===== config.mk =====
export PLATFORM = sky130hd
export DESIGN_NAME = soc_mgmt_rst_seq
export DESIGN_NICKNAME = d
export VERILOG_FILES = /design/src/rtl/soc_mgmt_rst_seq.sv
export SDC_FILE = /design/constraint.sdc
export NUM_CORES = 1
export LEC_CHECK = 0
export CAP_MARGIN = 20
export CORE_UTILIZATION = 35
export DETAILED_ROUTE_END_ITERATION = 16
export PLACE_DENSITY_LB_ADDON = 0.25
export SLEW_MARGIN = 20
export SYNTH_ARGS = -nofsm -noshare
export SYNTH_HDL_FRONTEND = slang
export SYNTH_SLANG_ARGS = --single-unit
export TNS_END_PERCENT = 30

===== constraint.sdc =====
create_clock -name i_clk -period 2.7 [get_ports i_clk]
set_input_delay 0.27 -clock i_clk [delete_from_list [all_inputs] [get_ports i_clk]]
set_output_delay 0.27 -clock i_clk [all_outputs]
set_load 0.01 [all_outputs]

===== src/rtl/soc_mgmt_rst_seq.sv =====
// Chained multi-stage reset sequencer: per-stage source/software/request triggers,
// programmable release stretch, IP-acknowledge handshake with timeout, and sticky cause logging.
module soc_mgmt_rst_seq #(
    parameter int NUM_STAGES = 4,
    parameter int NUM_SRC    = 4,
    parameter int STRETCHW   = 12,
    parameter int ACK_TOW    = 8
) (
    input  logic                                  i_clk,
    input  logic                                  i_rst_n,
    input  logic                                  i_test_mode,
    input  logic [NUM_STAGES-1:0]                 i_test_rst_n,
    input  logic [NUM_STAGES-1:0][NUM_SRC-1:0]    i_src_rst_n,
    input  logic [NUM_STAGES-1:0][NUM_SRC-1:0]    i_src_mask,
    input  logic [NUM_STAGES-1:0][STRETCHW-1:0]   i_stretch_cycles,
    input  logic [NUM_STAGES-1:0]                 i_sw_rst_req,
    input  logic [NUM_STAGES-1:0]                 i_rst_req_n,
    output logic [NUM_STAGES-1:0]                 o_rst_ack_n,
    input  logic [NUM_STAGES-1:0]                 i_ip_ack,
    output logic [NUM_STAGES-1:0]                 o_stage_rst_n,
    output logic [NUM_STAGES-1:0][NUM_SRC:0]      o_cause,
    input  logic [NUM_STAGES-1:0]                 i_cause_clr,
    output logic [NUM_STAGES-1:0]                 o_ack_timeout
);

    typedef enum logic [1:0] {
        ST_ASSERT   = 2'd0,
        ST_STRETCH  = 2'd1,
        ST_RELEASED = 2'd2
    } state_t;

    localparam logic [STRETCHW:0]  CNT_ONE = (STRETCHW + 1)'(1);
    localparam logic [ACK_TOW-1:0] TO_ONE  = ACK_TOW'(1);

    // Functional (pre-test-mux) stage resets; the chain is always built from these.
    logic [NUM_STAGES-1:0] func_rst_n;

    assign o_stage_rst_n = i_test_mode ? i_test_rst_n : func_rst_n;

    genvar gi;
    generate
        for (gi = 0; gi < NUM_STAGES; gi++) begin : g_stage
            logic [NUM_SRC-1:0]  src_hit;
            logic                req_hit;
            logic                upstream_rst;
            logic                trig;
            logic                stay_assert;
            logic                timeout_fire;
            logic                stretch_done;

            state_t              state_q, state_d;
            logic [STRETCHW-1:0] cnt_q, cnt_d;
            logic [ACK_TOW-1:0]  to_cnt_q, to_cnt_d;
            logic                ack_seen_q, ack_seen_d;
            logic                rel_q, rel_d;
            logic                ack_n_q, ack_n_d;
            logic                timeout_q, timeout_d;
            logic [NUM_SRC:0]    cause_q, cause_d;

            if (gi == 0) begin : g_head
                assign upstream_rst = 1'b0;
            end else begin : g_chain
                assign upstream_rst = ~func_rst_n[gi-1];
            end

            assign src_hit = ~i_src_rst_n[gi] & ~i_src_mask[gi];
            assign req_hit = i_sw_rst_req[gi] | ~i_rst_req_n[gi];
            assign trig    = (|src_hit) | req_hit | upstream_rst;

            // Release once count reaches S-1, or immediately if S was lowered beneath it.
            assign stretch_done = ({1'b0, cnt_q} + CNT_ONE) >= {1'b0, i_stretch_cycles[gi]};

            always_comb begin
                state_d = state_q;
                cnt_d   = '0;
                case (state_q)
                    ST_ASSERT: begin
                        if (!trig) begin
                            state_d = (i_stretch_cycles[gi] == '0) ? ST_RELEASED : ST_STRETCH;
                        end
                    end
                    ST_STRETCH: begin
                        if (trig) begin
                            state_d = ST_ASSERT;
                        end else if (stretch_done) begin
                            state_d = ST_RELEASED;
                        end else begin
                            cnt_d = cnt_q + STRETCHW'(1);
                        end
                    end
                    ST_RELEASED: begin
                        if (trig) begin
                            state_d = ST_ASSERT;
                        end
                    end
                    default: state_d = ST_ASSERT;
                endcase
            end

            // Handshake only tracks a stage that is already in ASSERT and remains there.
            always_comb begin
                stay_assert  = (state_q == ST_ASSERT) && (state_d == ST_ASSERT);
                to_cnt_d     = '0;
                timeout_fire = 1'b0;
                if (stay_assert) begin
                    to_cnt_d     = (&to_cnt_q) ? to_cnt_q : (to_cnt_q + TO_ONE);
                    timeout_fire = !(&to_cnt_q) && (&to_cnt_d) && !ack_seen_q && !i_ip_ack[gi];
                end
                ack_seen_d = stay_assert && (ack_seen_q || i_ip_ack[gi] || timeout_fire);
                ack_n_d    = ~ack_seen_d;
                timeout_d  = timeout_q | timeout_fire;
                rel_d      = (state_d == ST_RELEASED);
                cause_d    = (cause_q & ~{(NUM_SRC + 1){i_cause_clr[gi]}}) | {req_hit, src_hit};
            end

            always_ff @(posedge i_clk or negedge i_rst_n) begin
                if (!i_rst_n) begin
                    state_q    <= ST_ASSERT;
                    cnt_q      <= '0;
                    to_cnt_q   <= '0;
                    ack_seen_q <= 1'b0;
                    rel_q      <= 1'b0;
                    ack_n_q    <= 1'b1;
                    timeout_q  <= 1'b0;
                    cause_q    <= '0;
                end else begin
                    state_q    <= state_d;
                    cnt_q      <= cnt_d;
                    to_cnt_q   <= to_cnt_d;
                    ack_seen_q <= ack_seen_d;
                    rel_q      <= rel_d;
                    ack_n_q    <= ack_n_d;
                    timeout_q  <= timeout_d;
                    cause_q    <= cause_d;
                end
            end

            assign func_rst_n[gi]    = rel_q;
            assign o_rst_ack_n[gi]   = ack_n_q;
            assign o_ack_timeout[gi] = timeout_q;
            assign o_cause[gi]       = cause_q;
        end
    endgenerate

endmodule

Yosys cells after proc, flatten, opt, wreduce, memory -nomap -nowiden
Index checks and enable logic that the tools add are counted.
{"block": "word_totals", "register_bits": 124, "in_bits": 103, "out_inout_bits": 32}
{"block": "classes", "addsub": 12, "magnitude_cmp": 4, "n_eq_ne": 12, "mux": 49, "bitwise_logic": 50, "reduce_logical": 64}
{"op": "$mux W12", "n": 12}
{"op": "$mux W8", "n": 8}
{"op": "$reduce_and A8 Y1", "n": 8}
{"op": "$add A12 B1 Y13 const B", "n": 4}
{"op": "$ge A13 B12 Y1", "n": 4}
{"op": "$add A12 B1 Y12 const B", "n": 4}
{"op": "$logic_not A12 Y1", "n": 4}
{"op": "$mux W2", "n": 20}
{"op": "$add A8 B1 Y8 const B", "n": 4}
{"op": "$not A4 Y4", "n": 8}
{"op": "$pmux W2 S3", "n": 4}
{"op": "$and A5 B5 Y5", "n": 4}
{"op": "$logic_and A1 B1 Y1", "n": 20}
{"op": "$not A5 Y5", "n": 4}
{"op": "$or A5 B5 Y5", "n": 4}
{"op": "$and A4 B4 Y4", "n": 4}
{"op": "$eq A2 B2 Y1 const B", "n": 8}
{"op": "$logic_not A2 Y1", "n": 8}
{"op": "$reduce_or A4 Y1", "n": 4}
{"op": "$or A1 B1 Y1", "n": 15}
{"op": "$logic_not A1 Y1", "n": 12}
{"op": "$not A1 Y1", "n": 11}
{"op": "$eq A2 B1 Y1 const B", "n": 4}
{"op": "$logic_or A1 B1 Y1", "n": 8}
{"op": "other kinds (2)", "n": 5}

Logic depth before layout (Yosys ltp)
{"block": "depth", "ltp_word": 13, "ltp_mapped": 12, "mapped_depth_nobuf": 11}

Worst setup path before layout
Ideal clock, no wire load.
{"block": "synth_timing", "path_kind": "flip-flop to flip-flop", "startpoint": "register g_stage[0].cnt_q[0]", "endpoint": "register g_stage[0].cnt_q[3]", "setup_time_ns": 0.069, "arrival_time_ns": 2.537, "path_slack_ns": 0.094, "stages_incl_launch_ff": 12, "synth_period_minus_slack_ns": 2.606, "path_cell_list": "dfrtp_1 > ha_1 > and2_1 > nand4_1 > xnor2_1 > ha_1 > a211o_1 > o211ai_1 > a31oi_1 > or4b_4 > buf_6 > nor2b_2"}
{"block": "synth_between", "elab_chain_cells": 5, "word_cells_on_any_way": 6, "classes_between": "2 x add/sub; 1 x order compare; 3 x mux"}
{"element": "start: declaration", "line_no": "52", "source": "logic [STRETCHW-1:0] cnt_q, cnt_d;"}
{"element": "start signal: assignment", "line_no": "128", "source": "cnt_q <= cnt_d;"}
{"element": "$add A12 B1 Y13", "line_no": "71", "source": "assign stretch_done = ({1'b0, cnt_q} + CNT_ONE) >= {1'b0, i_stretch_cycles[gi]};"}
{"element": "$ge A13 B12 Y1", "line_no": "71"}
{"element": "$mux W12 *", "line_no": "85", "source": "end else if (stretch_done) begin"}
{"element": "$mux W12 *", "line_no": "83", "source": "if (trig) begin"}
{"element": "$mux W12 *", "line_no": "76", "source": "case (state_q)"}
{"element": "net g_stage[0].cnt_d[3]", "line_no": "52"}
The timed path passes the listed nets; every way through them passes the cells marked *.

Worst setup path after layout
{"block": "layout_timing", "startpoint": "register g_stage[0].cnt_q[0]", "endpoint": "register g_stage[0].cnt_q[8]"}
Same word-level chain as after synthesis.

==> run metrics <==
crit path max fanout 5; NumNets Final 1074; fin crit period 2.668 ns; Post-synth top flop dfrtp_1; pwr/cell area 500.2 nW/µm²; initial antenna violation count 0; status finished clean; post-synth top area cell dfrtp_1; IO Count 135; synth cell count leaders dfrtp_1 (120), nor2_1 (64), inv_1 (57); area of the mapped netlist 7326 µm²; switching pwr 1.246 mW; Post-Synthesis Cells 754; via count 6005; IO Port Bufs 134; Initial Utilization 35.97%; Final Hold Fails 0; global-route wire length before repair 27.42 mm; CP endpoint kind flip-flop; Cell Chain, Critical Path ha_2, and2_4, nand4_1, xnor2_2, ha_1, a211o_1, o211ai_1, a31oi_1, or4b_4, buf_4, nor2b_2; pre-CTS WS -0.06535 ns; syn_area_per_cell 9.716 µm²; Tot GR Track Use 15.89%; Clock Path Buffers 2; YS warnings 0; Worst EP arrival 3.01 ns; DIE AREA 21510 µm²; final setup fails 0; maximum vdd drop 0.3629 mV; Antenna Cells 0; share of the synthesized area in the top cell type 40.99%; synth-to-layout area growth 32.76%; Die Wd 146.7 µm; part of the cycle the worst path needs 98.83%; final hold slack 0.3391 ns; number of enable flip-flop cells after synthesis 0; Worst-Margin Slew 0.6995 ns; fraction of layout cells with a size suffix above 1 11.31%; fraction of registers with async set or reset after synthesis 100.0%; Hold Crit Class input port to asynchronous set/reset pin; RSZ-0062 raised after global routing true; synthesized flop and latch total 124; number of global-route vias before repair 5787; Final Max Slew Viols 0; grt ovf 0; DR DRC count 0; total power 4.865 mW; internal power 3.619 mW; Worst EP required 3.04 ns; most crowded layer after global routing met2; met1 usage 20.66%; Core Box Area 20360 µm²; Syn Nets 913; Multi-input gate area 3985 µm²; Setup Skew 0.01098 ns; Crit-path slowest cell or4b_4; MaxCap Viol Count 0; largest cells by area after synthesis dfrtp_1 (41%), ha_1 (9.6%), xnor2_1 (3.5%); final design utilization 47.76%; Startpoint Class flip-flop; Initial DRC Count 179; Reg clk slew, reported paths 0.06 ns; TritonCTS clock tree yes; chip height 146.7 µm; sequential fraction of the synthesis area 42.43%; sequential cell area 3108 µm²; met2 usage 25.45%; post-synth cell types 63; Sw Share 25.62%; top-count cell post-synth dfrtp_1; Crit path largest cell delay 0.55 ns; post-route ant nets 0; part of the power in combinational logic 15.8%; largest net degree at the start of global routing 54; clock group share of total power 40.5%; drt pass-1 iters 5; num rows 52; Leak 4.434 nW; Post-Route WL 16.51 mm; maximum clock frequency 374.8 MHz; Root Driver clkbuf_16; CP Class flip-flop to flip-flop; detailed placement HPWL 12.55 mm; clock latency on the worst-skew pair 0.41 ns; htree depth 4; vias per cell 5.013; filler cell count 1912; mean routed wirelength per cell 13.78 µm; Seq pwr share 43.8%; relative slew slack 53.01%; routability cong. 0.8035; met3 global-route usage 3.969%; CTS buffer count 17; setup slack after layout 0.03162 ns; Sink Count 124
## power by group through the flow
stage	logic (mW)	clock network [mW]	registers [mW]
after floorplan	0.428	0	2.13
after global placement	0.765	0	2.16
after detailed placement	0.776	0	2.15
after CTS	0.778	2.03	2.13
after global routing	0.878	2.11	2.15
final	0.767	1.97	2.13
## timing repair
action / CTS / global route
endpoints found under the setup margin: 11 / 56
endpoints found under the hold margin: 45 / 0
buffers inserted: 1 / 2
cloned: 0 / 1
pin swaps: 1 / 3
gates resized for setup: 3 / 24
hold buffers: 1 / 0
## sequential cells by signal, summed over array words and instances (netlist names)
name	flops
g_stage.timeout_q	4
g_stage.cause_q	20
g_stage.state_q	8
g_stage.ack_n_q	4
g_stage.ack_seen_q	4
g_stage.cnt_q	48
g_stage.to_cnt_q	32
g_stage.rel_q	4
## worst paths after layout
| path | from | end | slack, ns | cells after the start |
|---|---|---|---|---|
| max in group asynchronous | i_rst_n | g_stage[2].ack_n_q | 1.61 | 3 |
| hold / removal | i_rst_n | g_stage[0].state_q[0] | 0.34 | 2 |
| setup reg to reg | g_stage[0].cnt_q[0] | g_stage[0].cnt_q[8] | 0.03 | 11 |
| min in group i_clk | i_src_mask[4] | g_stage[1].cause_q[0] | 0.44 | 2 |
| setup / recovery | g_stage[0].cnt_q[0] | g_stage[0].cnt_q[8] | 0.03 | 11 |
| hold reg to reg | g_stage[2].timeout_q | g_stage[2].timeout_q | 0.46 | 1 |
## per-stage QoR
step | cell area, µm² | std cells | TNS [ns]
2_1_floorplan | 7326 | 754 | 0
3_3_place_gp | 9075 | 1161 | -0.03170
3_5_place_dp | 9075 | 1161 | -0.4699
4_1_cts | 9609 | 1195 | 0
5_1_grt | 9726 | 1198 | -1.507
6_report | 9726 | 1198 | 0
## worst max-delay path, delay by kind of cell (launching register included)
family          cells  cell delay [ns]
simple gates        4             0.93
compound gates      3             0.49
fa+ha+maj           2             0.48
flops               1             0.35
xor+xnor            1             0.18
buf+inv             1             0.18
## metal layers
metal | up-vias | part of all wire [%]
met5 | - | 0
met2 | 142 | 46
met1 | 2822 | 48
met4 | 0 | 1.5
met3 | 14 | 4.8
li1 | 3027 | -
## layout make-up
class	count	area share (%)
inverters	57	2.200
flip-flops and latches	124	31.96
repair buffers	162	16.20
clock inverters	3	0.1544
multi-input cells	553	40.98
clock buffers	29	5.043
well taps	270	3.474
## cells by family after synthesis
family,synth area share [%]
DFF,42.43
buffers and inverters,4.612
muxes,2.015
adders and majority gates,9.564
xor gates and xnor gates,5.978
AOI/OAI and AO/OA,12.16
and+or+nand+nor,23.25
## cell usage in the layout, fill, tap and decap left out, types with 7 or more instances in the layout
master	instances
a211oi_1	7
a21o_1	15
a21oi_1	21
a31oi_1	9
and3_1	15
and4_1	9
buf_4	24
clkbuf_1	10
clkbuf_16	17
clkdlybuf4s50_1	133
dfrtp_1	120
ha_1	53
inv_1	57
mux2i_1	8
nand2_1	39
nand2b_1	11
nand3_1	38
nand4_1	12
nor2_1	63
nor2b_1	26
nor3_1	19
nor3b_1	9
nor4_1	17
o211ai_1	8
o21ai_0	20
o2bb2ai_1	11
xnor2_1	24
xor2_1	21
(Power assumes the default switching activity.)
